[src/rtl/progmem_pkg.sv]
// progmem_pkg: shared types for the program-memory fetch path.
// Bus widths, fetch FSM states, response codes and FIFO entry layout.
package progmem_pkg;

  localparam int PM_AW = 12;
  localparam int PM_DW = 32;

  typedef enum logic [1:0] {
    IDLE,
    READ,
    GAP
  } fetch_state_t;

  typedef enum logic [1:0] {
    RESP_OKAY   = 2'b00,
    RESP_RSVD   = 2'b01,
    RESP_SLVERR = 2'b10,
    RESP_DECERR = 2'b11
  } pm_resp_t;

  typedef struct packed {
    logic [PM_AW-1:0] addr;
    logic [PM_DW-1:0] data;
  } fetch_ent_t;

endpackage

[src/rtl/progmem_fetch_buffer_fifo.sv]
// fetch_fifo: register FIFO of {addr, data} prefetch entries.
// Clear wins over push/pop; head is the oldest entry.
module fetch_fifo
  import progmem_pkg::*;
#(
  parameter int DEPTH = 4
) (
  input  logic                          clk,
  input  logic                          rst,
  input  logic                          push,
  input  logic [$bits(fetch_ent_t)-1:0] push_data,
  input  logic                          pop,
  input  logic                          clear,
  output logic [$bits(fetch_ent_t)-1:0] head,
  output logic [$clog2(DEPTH):0]        count
);

  localparam int AW = $clog2(DEPTH);
  localparam int EW = $bits(fetch_ent_t);

  logic [EW-1:0] mem_q [DEPTH];
  logic [EW-1:0] mem_d [DEPTH];
  logic [AW-1:0] rd_q, rd_d;
  logic [AW-1:0] wr_q, wr_d;
  logic [AW:0]   cnt_q, cnt_d;

  // Next pointers, count and storage from push/pop/clear
  always_comb begin
    mem_d = mem_q;
    rd_d  = rd_q;
    wr_d  = wr_q;
    cnt_d = cnt_q;
    if (clear) begin
      rd_d  = '0;
      wr_d  = '0;
      cnt_d = '0;
    end else begin
      if (push) begin
        mem_d[wr_q] = push_data;
        wr_d = wr_q + 1'b1;
      end
      if (pop) rd_d = rd_q + 1'b1;
      cnt_d = cnt_q + {{AW{1'b0}}, push}
                    - {{AW{1'b0}}, pop};
    end
  end

  // Pointer and count state
  always_ff @(posedge clk) begin
    if (rst) begin
      rd_q  <= '0;
      wr_q  <= '0;
      cnt_q <= '0;
    end else begin
      rd_q  <= rd_d;
      wr_q  <= wr_d;
      cnt_q <= cnt_d;
    end
  end

  // Entry storage, no reset needed
  always_ff @(posedge clk) begin
    mem_q <= mem_d;
  end

  assign head  = mem_q[rd_q];
  assign count = cnt_q;

endmodule

[src/rtl/progmem_fetch_buffer.sv]
// progmem_fetch_buffer: CPU fetch port to program-ROM prefetcher.
// Sequential hits come from the FIFO; jumps flush and refetch.
module progmem_fetch_buffer
  import progmem_pkg::*;
#(
  parameter int               DEPTH      = 4,
  parameter logic [PM_AW-1:0] RESET_ADDR = 12'h000
) (
  input  logic        clk,
  input  logic        rst,
  input  logic        cpu_req,
  input  logic [11:0] cpu_addr,
  output logic        cpu_ack,
  output logic [31:0] cpu_rdata,
  output logic [11:0] pm_address,
  output logic        pm_read,
  input  logic [31:0] pm_readdata,
  input  logic [1:0]  pm_response,
  input  logic        pm_waitrequest,
  output logic        pm_err
);

  localparam int CW = $clog2(DEPTH) + 1;

  fetch_state_t     state_q, state_d;
  logic [PM_AW-1:0] pm_address_q, pm_address_d;
  logic [PM_AW-1:0] fetch_ptr_q, fetch_ptr_d;
  logic             pm_read_q, pm_read_d;
  logic             pm_err_q, pm_err_d;
  logic             drop_q, drop_d;

  logic             push, hit, pending, miss;
  logic             accept, full;
  logic [CW-1:0]    count;
  logic [$bits(fetch_ent_t)-1:0] head_raw;
  fetch_ent_t       head, push_ent;

  assign head     = fetch_ent_t'(head_raw);
  assign push_ent = '{addr: pm_address_q, data: pm_readdata};

  fetch_fifo #(.DEPTH(DEPTH)) u_fifo (
    .clk       (clk),
    .rst       (rst),
    .push      (push),
    .push_data (push_ent),
    .pop       (hit),
    .clear     (miss),
    .head      (head_raw),
    .count     (count)
  );

  assign full    = count == CW'(DEPTH);
  assign hit     = cpu_req && count != '0
                && head.addr == cpu_addr;
  assign pending = cpu_req && count == '0
                && state_q == READ && !drop_q
                && pm_address_q == cpu_addr;
  assign miss    = cpu_req && !hit && !pending;
  assign accept  = state_q == READ && !pm_waitrequest;

  assign cpu_ack    = hit;
  assign cpu_rdata  = head.data;
  assign pm_address = pm_address_q;
  assign pm_read    = pm_read_q;
  assign pm_err     = pm_err_q;

  // Bus FSM: issue, complete or drop reads; redirect on a miss
  always_comb begin
    state_d      = state_q;
    pm_address_d = pm_address_q;
    pm_read_d    = pm_read_q;
    pm_err_d     = pm_err_q;
    drop_d       = drop_q;
    fetch_ptr_d  = fetch_ptr_q;
    push         = 1'b0;
    if (accept && pm_response != RESP_OKAY)
      pm_err_d = 1'b1;
    unique case (state_q)
      IDLE, GAP: begin
        if (miss) begin
          pm_address_d = cpu_addr;
          pm_read_d    = 1'b1;
          state_d      = READ;
        end else if (!full) begin
          pm_address_d = fetch_ptr_q;
          pm_read_d    = 1'b1;
          state_d      = READ;
        end else begin
          state_d = IDLE;
        end
      end
      READ: begin
        if (accept) begin
          pm_read_d = 1'b0;
          state_d   = GAP;
          drop_d    = 1'b0;
          if (!drop_q && !miss) begin
            push        = 1'b1;
            fetch_ptr_d = pm_address_q + 1'b1;
          end
        end else if (miss) begin
          drop_d = 1'b1;
        end
      end
      default: state_d = IDLE;
    endcase
    if (miss) fetch_ptr_d = cpu_addr;
  end

  // Registered FSM state and bus outputs
  always_ff @(posedge clk) begin
    if (rst) begin
      state_q      <= IDLE;
      pm_address_q <= RESET_ADDR;
      pm_read_q    <= 1'b0;
      pm_err_q     <= 1'b0;
      drop_q       <= 1'b0;
      fetch_ptr_q  <= RESET_ADDR;
    end else begin
      state_q      <= state_d;
      pm_address_q <= pm_address_d;
      pm_read_q    <= pm_read_d;
      pm_err_q     <= pm_err_d;
      drop_q       <= drop_d;
      fetch_ptr_q  <= fetch_ptr_d;
    end
  end

endmodule

[config.mk]
export PLATFORM = sky130hd
export DESIGN_NAME = progmem_fetch_buffer
export DESIGN_NICKNAME = d
export VERILOG_FILES = /design/src/rtl/progmem_pkg.sv /design/src/rtl/progmem_fetch_buffer_fifo.sv /design/src/rtl/progmem_fetch_buffer.sv
export SDC_FILE = /design/constraint.sdc
export NUM_CORES = 1
export LEC_CHECK = 0
export ABC_AREA = 1
export CAP_MARGIN = 20
export CORE_MARGIN = 1
export CORE_UTILIZATION = 56
export DETAILED_ROUTE_END_ITERATION = 7
export MAX_ROUTING_LAYER = met4
export PLACE_DENSITY_LB_ADDON = 0.2
export SLEW_MARGIN = 30
export SYNTH_ARGS = -nofsm -noshare
export SYNTH_HDL_FRONTEND = slang
export SYNTH_SLANG_ARGS = --single-unit
[constraint.sdc]
create_clock -name clk -period 6.25 [get_ports clk]
set_clock_uncertainty 0.2 [all_clocks]
set_input_delay 0.625 -clock clk [delete_from_list [all_inputs] [get_ports clk]]
set_output_delay 0.625 -clock clk [all_outputs]
set_load 0.05 [all_outputs]
# Yosys cells after proc, flatten, opt, wreduce, memory -nomap -nowiden
# Index checks and enable logic that the tools add are counted.
# word_totals
regBits,212
inputBits,50
out_inout_bits,47
word_cells,89
# op_classes
addsub,5
n_lt_le_gt_ge,3
n_eq_ne,8
n_mux,25
n_bitwise,3
n_reduce_logical,32
# ops
op,n
176-bit bitwise mux,1
44-bit 2-to-1 mux,3
44-bit binary-select mux with 2-bit select,1
44-bit demux with 2-bit select,1
12-bit 2-to-1 mux,6
12-bit equality test,2
"12-bit by 1-bit adder with 12-bit output, second input constant",1
1-bit logical AND,12
1-bit 2-to-1 mux,10
2-bit nonzero test,5
"3-bit greater-or-equal comparator, second input constant",2
2-bit NOT with 3-bit output,2
2-bit AND reduction,3
3-bit AND reduction,2
1-bit logical NOT,5
"2-bit by 1-bit adder with 2-bit output, second input constant",2
"2-bit != test, second input constant",2
2-bit case mux with 2 select lines,1
2-bit OR reduction,2
3-bit by 1-bit adder with 3-bit output,1
"3-bit equality test, second input constant",1
3-bit logical NOT,1
"3-bit by 1-bit less-than comparator with 1-bit output, second input constant",1
"3-bit != test, second input constant",1
other kinds (8),8

# Longest topological paths before layout
# Gate-level depths: netlist of run 1.
# logic_depth
depth_word,16
mapped_depth,21
depth_no_buf,18

# By module
# Synthesis of run 1 repeated with hierarchy kept, for this count alone.
# unflattened
cells_unflattened,898
area_unflattened_um2,9135.0
# modules_own_cells
module,n_inst,cells_per_inst,area_each_um2,seq_area_each_um2
fetch_fifo,1,527,7068.0,5425.2
progmem_fetch_buffer,1,371,2067.0,580.6

# Worst setup path before layout of run 1
# Ideal clock, no wire load.
# synth_path
path_kind,register -> register
startpoint,reg pm_address_q[7] (netlist: pm_address[7])
endpoint,"reg u_fifo.mem_q[0] in the netlist's numbering, enable pin"
setup_time_ps,446
arrival_ps,3307
t_required_ps,5604
slack_ps,2297
path_stages_with_launch,9
n_path_buf,0
synth_period_minus_slack_ps,3953
cell_sequence,dfxtp_1 o22ai_1 nor2_1 nand2_1 nor2_1 a21oi_1 nand2_2 nand2_2 nor2_1
# synth_via
elab_chain_cells,10
elab_cells_between_ends,11
cone_classes,eq/ne (1); mux (3); bitwise (1); reduce/logical (6)
# synth_rtl
element,line,rtl
"start, declared",progmem_fetch_buffer.sv:26,"logic [PM_AW-1:0] pm_address_q, pm_address_d;"
"start signal, assigned",progmem_fetch_buffer.sv:121,pm_address_q <= pm_address_d;
12-bit equality test *,progmem_fetch_buffer.sv:57,&& pm_address_q == cpu_addr;
1-bit logical AND *,progmem_fetch_buffer.sv:57,
1-bit logical NOT *,progmem_fetch_buffer.sv:58,assign miss = cpu_req && !hit && !pending;
1-bit logical AND *,progmem_fetch_buffer.sv:58,
1-bit logical NOT,progmem_fetch_buffer.sv:97,if (!drop_q && !miss) begin
1-bit logical AND,progmem_fetch_buffer.sv:97,
1-bit 2-to-1 mux,progmem_fetch_buffer.sv:97,
1-bit 2-to-1 mux,progmem_fetch_buffer.sv:93,if (accept) begin
1-bit 2-to-1 mux,progmem_fetch_buffer.sv:78,unique case (state_q)
2-bit AND reduction (no source line) *,n/a,
"end signal, assigned",progmem_fetch_buffer_fifo.sv:63,mem_q <= mem_d;
"end, declared",progmem_fetch_buffer_fifo.sv:21,logic [EW-1:0] mem_q [DEPTH];
# Every way passes the cells marked *; elsewhere a longest branch is shown, timed or not.
# A chain may end at the register's enable or synchronous reset.

# Worst setup path after layout of run 1
# layout_path
startpoint,reg u_fifo.rd_q[0]
endpoint,reg u_fifo.cnt_q[2] (netlist: u_fifo.count[2])
# layout_via
elab_chain_cells,16
elab_cells_between_ends,17
cone_classes,add/sub (2); eq/ne (1); mux (6); bitwise (1); reduce/logical (7)
# layout_rtl
element,line,rtl
"start, declared",progmem_fetch_buffer_fifo.sv:23,"logic [AW-1:0] rd_q, rd_d;"
"start signal, assigned",progmem_fetch_buffer_fifo.sv:55,rd_q <= rd_d;
2-bit NOT with 3-bit output (implied by the code) *,progmem_fetch_buffer_fifo.sv:66,assign head = mem_q[rd_q];
44-bit binary-select mux with 2-bit select *,progmem_fetch_buffer_fifo.sv:66,
44-bit 2-to-1 mux (implied by the code) * (2 in series),progmem_fetch_buffer_fifo.sv:66,
12-bit equality test *,progmem_fetch_buffer.sv:54,&& head.addr == cpu_addr;
1-bit logical AND *,progmem_fetch_buffer.sv:54,
1-bit logical NOT,progmem_fetch_buffer.sv:58,
1-bit logical AND (2 in series),progmem_fetch_buffer.sv:58,
1-bit logical NOT,progmem_fetch_buffer.sv:97,
1-bit logical AND,progmem_fetch_buffer.sv:97,
1-bit 2-to-1 mux,progmem_fetch_buffer.sv:97,
1-bit 2-to-1 mux,progmem_fetch_buffer.sv:93,
1-bit 2-to-1 mux,progmem_fetch_buffer.sv:78,
3-bit by 1-bit adder with 3-bit output,progmem_fetch_buffer_fifo.sv:43,"cnt_d = cnt_q + {{AW{1'b0}}, push}"
3-bit by 1-bit subtractor with 3-bit output,progmem_fetch_buffer_fifo.sv:44,"- {{AW{1'b0}}, pop};"
"end signal, assigned",progmem_fetch_buffer_fifo.sv:57,cnt_q <= cnt_d;
"end, declared",progmem_fetch_buffer_fifo.sv:25,"logic [AW:0] cnt_q, cnt_d;"
# Every way passes the cells marked *; elsewhere a longest branch is shown, timed or not. The select of a mux whose other input is x is not followed.

==> results.md, run 1 <==
- Status: completed
- CP endpoint kind: register
- Critical path class: register to register
- Leak: 3.95 nW
- Capture instance of the worst register-to-register path: u_fifo.count[2]$_SDFF_PP0_
- Syn. warnings: 0
- Hold-critical path depth: 2
- Post-detailed-route DRC marker count: 0
- Share of the clock period used by the worst path after layout: 0.764
- # diodes: 0
- Total of endpoints with negative setup slack in the final report: 0
- Remaining number of nets flagged by the antenna check after routing: 0
- Global routing met1 resource utilization: 0.354
- Vias in the first global route: roughly 6300
- WP data arrival: between 4 and 5 ns
- Maximum number of pins on one net before global-route repair: 90
- Number of buffers added by the clock tree synthesis step: 22
- CP Launch Type: register
- Fraction of met2 tracks used by global routing: 0.431
- Final HPWL from detailed placement: between 10000 and 15000 microns
- Clock insertion delay at the later pin of the skew report: a little over 0.5 ns
- Biggest area contributors in the synthesized netlist: edfxtp_1 (60%), dfxtp_1 (8.2%), nand2_1 (8.1%)
- Final number of hold-violating endpoints: 0
- Post-synth top area cell: edfxtp_1
- Die Area: between 15000 and 20000 sq um
- I/O pin total: 97
- Row count: 45
- Post-synth design cell area: just under 9000 sq um
- VDD IR-drop max: 0.213 mV
- Placer congestion estimate: between 0.9 and 1
- Remaining global-route overflow: 0
- Predominant post-synthesis flop cell: edfxtp_1
- Initial antenna violation count: 0
- Wire length of the first global-routing pass: approximately 33000 microns
- Placeable Area: ~15000 sq um
- Synth unique cells: 32
- Longest Clk Path Bufs: 3
- Post-layout minimum cycle time: ~4.8 ns
- Cell at the root of the clock tree: clkbuf_16
- Syn-to-layout area delta: 20.4%
- Total of flip-flops plus latches after synthesis: ~210
- Net Count, Synth: 877
- Critical path required time: approximately 6.4 ns
- Number of hold buffers added after CTS: 0
- Power Density: around 300 nW/um^2
- Path class of the lowest-slack min-delay path: register to register
- RSZ-0062 raised after global routing: no
- Width of the die: ~130 microns
- Cells resized by post-CTS repair: 0
- Worst setup slack after layout: about 1.5 ns
- Layout cells sized above 1: 0.0572
- Cells after Synth: just over 800
- Part of the Yosys area used for sequential elements: 0.679
- Setup slack of the most critical reg-to-reg path: around 1.5 ns
- Normalized max-slew margin: 0.321
- Max Clock Freq: ~210 MHz
- Worst min-delay path startpoint: pm_err$_SDFFE_PP0P_
- DIE HEIGHT: roughly 130 microns
- Final WL: roughly 20000 microns
- Maximum fanout along the worst path: between 80 and 90
- Vias per Instance: about 5.6
- # clock sinks: between 200 and 250
- Place WS: between 1 and 1.5 ns
- Number of buffers added for setup after CTS: 0
- Hold Path End: pm_err$_SDFFE_PP0P_
- Count of pins over their slew limit: 0
- Detailed-route wire length per cell: ~18 microns
- Share of flip-flops with an asynchronous set or reset: 0
- Total of max-cap violations: 0
- CTS tree: yes
- Net count of the finished layout: about 970
- Drt pass-1 iters: 5
- Max H-tree Level: 1
- Share of the synthesized area in the top cell type: 0.598
- Global routing's busiest layer: met2
- Met3 usage: 0.0380
- Transition time of the tightest slew-check pin: slightly above 1 ns
- Number of cell instances on the worst register-to-register path: 18
- Origin of the critical flop-to-flop path: u_fifo.rd_q[0]$_SDFFE_PP0P_
- Sum of negative setup slack: 0 ns
- Post-synth EDFFs: between 150 and 200
- Global Route Usage Sum: 0.266
- Total via count after detailed routing: 6424
- Buffers added on ports: between 90 and 100
- Initial DRC count: roughly 500
- Synth Area per Inst: ~11 sq um
- Reg clk slew, reported paths: around 0.060 ns
- Starting Density: 0.577
[per-layer routing]
layer,wire length (microns),part of all wire
met1,8970,0.44
met2,9730,0.48
met3,1330,0.065
met4,425,0.021
met5,0,0
[layout make-up]
| cell class | instances | area, sq um |
|---|---|---|
| Clock buffer | 30 | 591 |
| Clock inverter | 9 | 100 |
| Fill cell | 1146 | 4670 |
| Inverter | 46 | 180 |
| Multi-Input combinational cell | 523 | 2470 |
| Sequential cell | 212 | 6010 |
| Tap cell | 211 | 264 |
| Timing Repair Buffer | 106 | 1040 |
[worst max-delay path, stage by stage, from the launching register on]
cell and delay, ns:
dfxtp_2 0.89, inv_6 0.42, nand2_1 0.16, nand3_1 0.15
nand2_1 0.12, nand2_1 0.05, nand2_1 0.06, nor2_1 0.05
nand2_1 0.07, nor2_2 0.04, nand2_2 0.23, nand2_2 0.33
nand2_2 0.38, inv_1 0.28, ha_1 0.30, fa_1 0.39
xnor2_1 0.23, xor2_1 0.17, nor2_1 0.06
[synth_stat cells, drive strengths merged (2+ instances only)]
master / count
clkbuf: 24
o22ai: 39
o21ai: 66
or2: 2
nand3: 54
buf: 14
a21oi: 16
nor2: 115
dfxtp: 36
nand3b: 2
xor2: 12
nand2: 196
ha: 7
nor3: 6
edfxtp: 176
inv: 45
[power by group]
part,total (mW),leakage (nW),switching (mW),internal (mW)
combinational,0.262,1.72,0.168,0.0937
sequential,1.60,1.89,0.0295,1.57
clock,1.26,0.333,0.517,0.743
[registers in the layout, indices dropped and copies added (netlist names)]
signal / flops
u_fifo.count: 3
pm_err: 1
pm_read: 1
u_fifo.wr_q: 2
u_fifo.mem_q: 176
drop_q: 1
u_fifo.rd_q: 2
pm_address: 12
fetch_ptr_q: 12
state_q: 2
[placed cells by master, fill, tap and decap left out, types with 6 or more instances in the layout]
| master | n |
|---|---|
| clkdlybuf4s50_1 | 96 |
| clkbuf_16 | 22 |
| a21oi_1 | 16 |
| clkinv_1 | 6 |
| nand2_1 | 191 |
| xor2_1 | 12 |
| ha_1 | 7 |
| dfxtp_1 | 35 |
| nor3_1 | 6 |
| nand3_1 | 54 |
| edfxtp_1 | 176 |
| o22ai_1 | 39 |
| inv_1 | 43 |
| o21ai_0 | 66 |
| clkbuf_1 | 7 |
| nor2_1 | 109 |
| buf_4 | 10 |
[metrics by stage]
| step | utilization | hold slack, ns | instance area, sq um | total power [mW] | std cells |
|---|---|---|---|---|---|
| global route | 0.695 | 0.303 | 10600 | 3.22 | 1137 |
| global placement | 0.650 | 0.243 | 9950 | 1.88 | 1098 |
| floorplan | - | 0.239 | 8840 | 1.77 | 819 |
| CTS | 0.695 | 0.266 | 10600 | 3.13 | 1137 |
| finish | 0.695 | 0.266 | 10600 | 3.12 | 1137 |
| detailed placement | 0.650 | 0.251 | 9950 | 1.89 | 1098 |
[how the worst max path moves through the flow]
| stage | from | end | slack (ns) | depth (start not counted) |
|---|---|---|---|---|
| 2_1_floorplan | pm_address[7]$_SDFFE_PP0N_ | u_fifo.mem_q[0]$_DFFE_PP_ | 2.30 | 8 |
| 6_report | u_fifo.rd_q[0]$_SDFFE_PP0P_ | u_fifo.count[2]$_SDFF_PP0_ | 1.47 | 18 |
| 5_1_grt | u_fifo.rd_q[0]$_SDFFE_PP0P_ | u_fifo.count[2]$_SDFF_PP0_ | 1.12 | 18 |
| 3_3_place_gp | cpu_addr[0] | u_fifo.count[2]$_SDFF_PP0_ | 1.52 | 15 |
| 3_5_place_dp | cpu_addr[7] | u_fifo.count[2]$_SDFF_PP0_ | 1.37 | 15 |
| 4_1_cts | u_fifo.rd_q[0]$_SDFFE_PP0P_ | u_fifo.count[2]$_SDFF_PP0_ | 1.53 | 18 |
[cell families (layout without fill, tap and decap cells)]
family / after synthesis / after routing / share of synthesized area
simple gates: 378 / 378 / 0.174
flops: 212 / 212 / 0.679
compound gates: 124 / 124 / 0.0766
buf+inv: 84 / 191 / 0.0453
xor+xnor: 13 / 13 / 0.0129
fa+ha+maj: 8 / 8 / 0.0122
Power figures use the tool's default switching activity.
==> run 2: changes to the inputs <==
CORE_UTILIZATION = 51   (was 56)
clock period = 4 ns   (was 6.25 ns; I/O delays follow)
==> results.md, run 2 (synthesized netlist as in run 1, its figures left out) <==
- Cells resized by post-CTS repair: 0 (unchanged)
- Final HPWL from detailed placement: 12100 microns (-4.0%)
- Post-layout minimum cycle time: 3.56 ns (-1.22 ns)
- Width of the die: 134 microns (+4.7%)
- P_int: 3.62 mW (+51%)
- Placeable Area: 16800 sq um (+9.4%)
- Cell chain of the critical path: buf_4 > nand3_1 > nand2_1 > nand2_1 > nand2_1 > nor2_1 > nand2_1 > nor2_2 > nand2_2 > nand2_2 > nand2_2 > inv_1 > ha_1 > fa_1 > xnor2_1 > xor2_1 > nor2_1
- Critical path class: register to register
- Vias per Instance: 5.40 (-4.5%)
- Critical path required time: 4.19 ns (-2.25 ns)
- Share of the clock period used by the worst path after layout: 0.890 (+0.126)
- Hold-critical path depth: 2 (unchanged)
- RSZ-0062 raised after global routing: no
- Initial DRC count: 452 (-12%)
- Global Route Usage Sum: 0.228 (-0.0386)
- Worst setup slack after layout: 0.440 ns (-1.03 ns)
- WP data arrival: 3.75 ns (-1.21 ns)
- Capture instance of the worst register-to-register path: u_fifo.count[2]$_SDFF_PP0_
- Row count: 47 (+4.4%)
- Maximum fanout along the worst path: 44 (-51%)
- Power Density: 439 nW/um^2 (+50%)
- Final number of hold-violating endpoints: 0 (unchanged)
- Number of placed instances, taps included: 1113 (+1.4%)
- Area of placed instances: 10100 sq um (+1.4%)
- Place WS: 0.358 ns (-1.01 ns)
- Number of buffers added for setup after CTS: 0 (unchanged)
- Commonest cells after routing, fill and taps aside: nand2_1 (191), edfxtp_1 (176), nor2_1 (109)
- Most common cell after layout, fill and taps aside: nand2_1
- Buffers added on ports: 96 (unchanged)
- VDD IR-drop max: 0.304 mV (+42%)
- Net count of the finished layout: 974 (+0.52%)
- Number of standard cells in the layout, taps in and fillers out: 1150 (+1.1%)
- Wire length of the first global-routing pass: 30600 microns (-6.0%)
- Initial antenna violation count: 0 (unchanged)
- Sw power: 1.08 mW (+52%)
- Layout cells sized above 1: 0.0688 (+0.0116)
- Number of buffers added by the clock tree synthesis step: 21 (-4.5%)
- Gate family responsible for the most delay along the worst path: simple AND/OR/NAND/NOR gates
- Remaining global-route overflow: 0 (unchanged)
- Sum of negative setup slack: 0 ns (unchanged)
- Top register by number of flip-flops: u_fifo.mem_q
- Normalized max-slew margin: 0.589 (+0.267)
- Total via count after detailed routing: 6208 (-3.4%)
- Final WL: 19600 microns (-4.1%)
- Number of cell instances on the worst register-to-register path: 17 (-1)
- Status: completed
- Crit. Startpoint: u_fifo.rd_q[1]$_SDFFE_PP0P_
- Count of pins over their slew limit: 0 (unchanged)
- # diodes: 0 (unchanged)
- DIE HEIGHT: 134 microns (+4.7%)
- Maximum number of pins on one net before global-route repair: 63 (-30%)
- Hold Path End: pm_err$_SDFFE_PP0P_
- Largest register FFs: 176 (unchanged)
- Starting Density: 0.528 (-0.0498)
- Detailed-route wire length per cell: 17.1 microns (-5.2%)
- Combinational share of power: 0.088 (+0.004)
- Leak: 3.97 nW (+0.69%)
- Fraction of power spent switching nets: 0.231 (+0.00144)
- Max H-tree Level: 1 (unchanged)
- Longest Clk Path Bufs: 3 (unchanged)
- Transition time of the tightest slew-check pin: 0.617 ns (-0.401 ns)
- Clock insertion delay at the later pin of the skew report: 0.50 ns (about the same)
- Max Clock Freq: 281 MHz (+34%)
- Reg clk slew, reported paths: 0.06 ns (about the same)
- Post-detailed-route DRC marker count: 0 (unchanged)
- Fill count: 1339 (+17%)
- Number of hold buffers added after CTS: 0 (unchanged)
- Crit path buf inv count: 2 (unchanged)
- CTS tree: yes
- Most used cell along the critical path: nand2_1
- Design Area, Final: 10700 sq um (+0.73%)
- Drt pass-1 iters: 5 (unchanged)
- Total of endpoints with negative setup slack in the final report: 0 (unchanged)
- Syn-to-layout area delta: 21.3%
- Placer congestion estimate: 0.874 (-10%)
- Cell at the root of the clock tree: clkbuf_16
- Flop pwr share: 0.530 (+0.018)
- Path class of the lowest-slack min-delay path: register to register
- Longest individual stage delay on the worst path: 0.46 ns (-0.43 ns)
- Origin of the critical flop-to-flop path: u_fifo.rd_q[1]$_SDFFE_PP0P_
- Worst min-delay path startpoint: pm_err$_SDFFE_PP0P_
- # clock sinks: 212 (unchanged)
- Clock group share of total power: 0.382 (-0.022)
- Setup slack of the most critical reg-to-reg path: 0.44 ns (-1.03 ns)
- Die Area: 17900 sq um (+9.6%)
- Critical Path Slowest Stage Cell: buf_4
- Total of max-cap violations: 0 (unchanged)
- CP endpoint kind: register
- Vias in the first global route: 5892 (-6.8%)
- Remaining number of nets flagged by the antenna check after routing: 0 (unchanged)
- CP Launch Type: register
- I/O pin total: 97 (unchanged)
==> run 2: cell types whose count changed in the layout (fill, tap and decap cells not counted), sizes merged, moves of 2 or more <==
cell and delta:
clkbuf -9, buf +7, clkinv +5, clkinvlp +2
==> run 2: layer usage <==
| layer | part of all wire | global-route usage | vias to the layer above |
|---|---|---|---|
| met5 | 0 | - | - |
| met4 | 0.016 | 0.0650 | 0 |
| met3 | 0.064 | 0.0312 | 30 |
| met2 | 0.49 | 0.370 | 221 |
| met1 | 0.43 | 0.301 | 2944 |
| li1 | - | - | 3013 |
==> run 2: worst reg2reg max path, delay by kind of cell, from the launching register on <==
family                   cells  cell delay, ns
flip-flops                   1            0.38
XOR/XNOR                     2            0.35
AND/OR/NAND/NOR             11            1.14
adder cells (fa/ha/maj)      2            0.65
buffers and inverters        2            0.72
==> run 2: area by class of cell <==
type / count / area (sq um) / share of cell area
clock inverters: 16 / 101 / 0.00945
clock buffers: 21 / 526 / 0.0490
well taps: 220 / 275 / 0.0257
multi-input cells: 523 / 2470 / 0.230
flip-flops and latches: 212 / 6010 / 0.560
inverters: 46 / 180 / 0.0168
repair buffers: 112 / 1170 / 0.109
==> run 2: power by group through the flow <==
| stage | Combinational, mW | Sequential [mW] | Clock, mW |
|---|---|---|---|
| after floorplan | 0.199 | 2.57 | 0 |
| after global placement | 0.407 | 2.54 | 0 |
| after detailed placement | 0.411 | 2.54 | 0 |
| after CTS | 0.413 | 2.49 | 1.84 |
| after global routing | 0.445 | 2.50 | 1.93 |
| final | 0.413 | 2.49 | 1.80 |
==> run 2: through the flow <==
stage | utilization | hold WS [ns] | power, mW
after floorplan | - | 0.239 | 2.77
after global placement | 0.602 | 0.242 | 2.94
after detailed placement | 0.602 | 0.253 | 2.95
after CTS | 0.640 | 0.266 | 4.75
after global routing | 0.640 | 0.279 | 4.87
final | 0.640 | 0.265 | 4.70
==> run 2: worst max-delay path by stage <==
stage | endpoint | cells after the start | slack [ns]
after global routing | u_fifo.count[2]$_SDFF_PP0_ | 17 | 0.17
after global placement | u_fifo.count[2]$_SDFF_PP0_ | 15 | 0.45
after floorplan | u_fifo.mem_q[0]$_DFFE_PP_ | 8 | 0.05
after detailed placement | u_fifo.count[2]$_SDFF_PP0_ | 15 | 0.36
final | u_fifo.count[2]$_SDFF_PP0_ | 17 | 0.44
after CTS | u_fifo.count[2]$_SDFF_PP0_ | 17 | 0.43
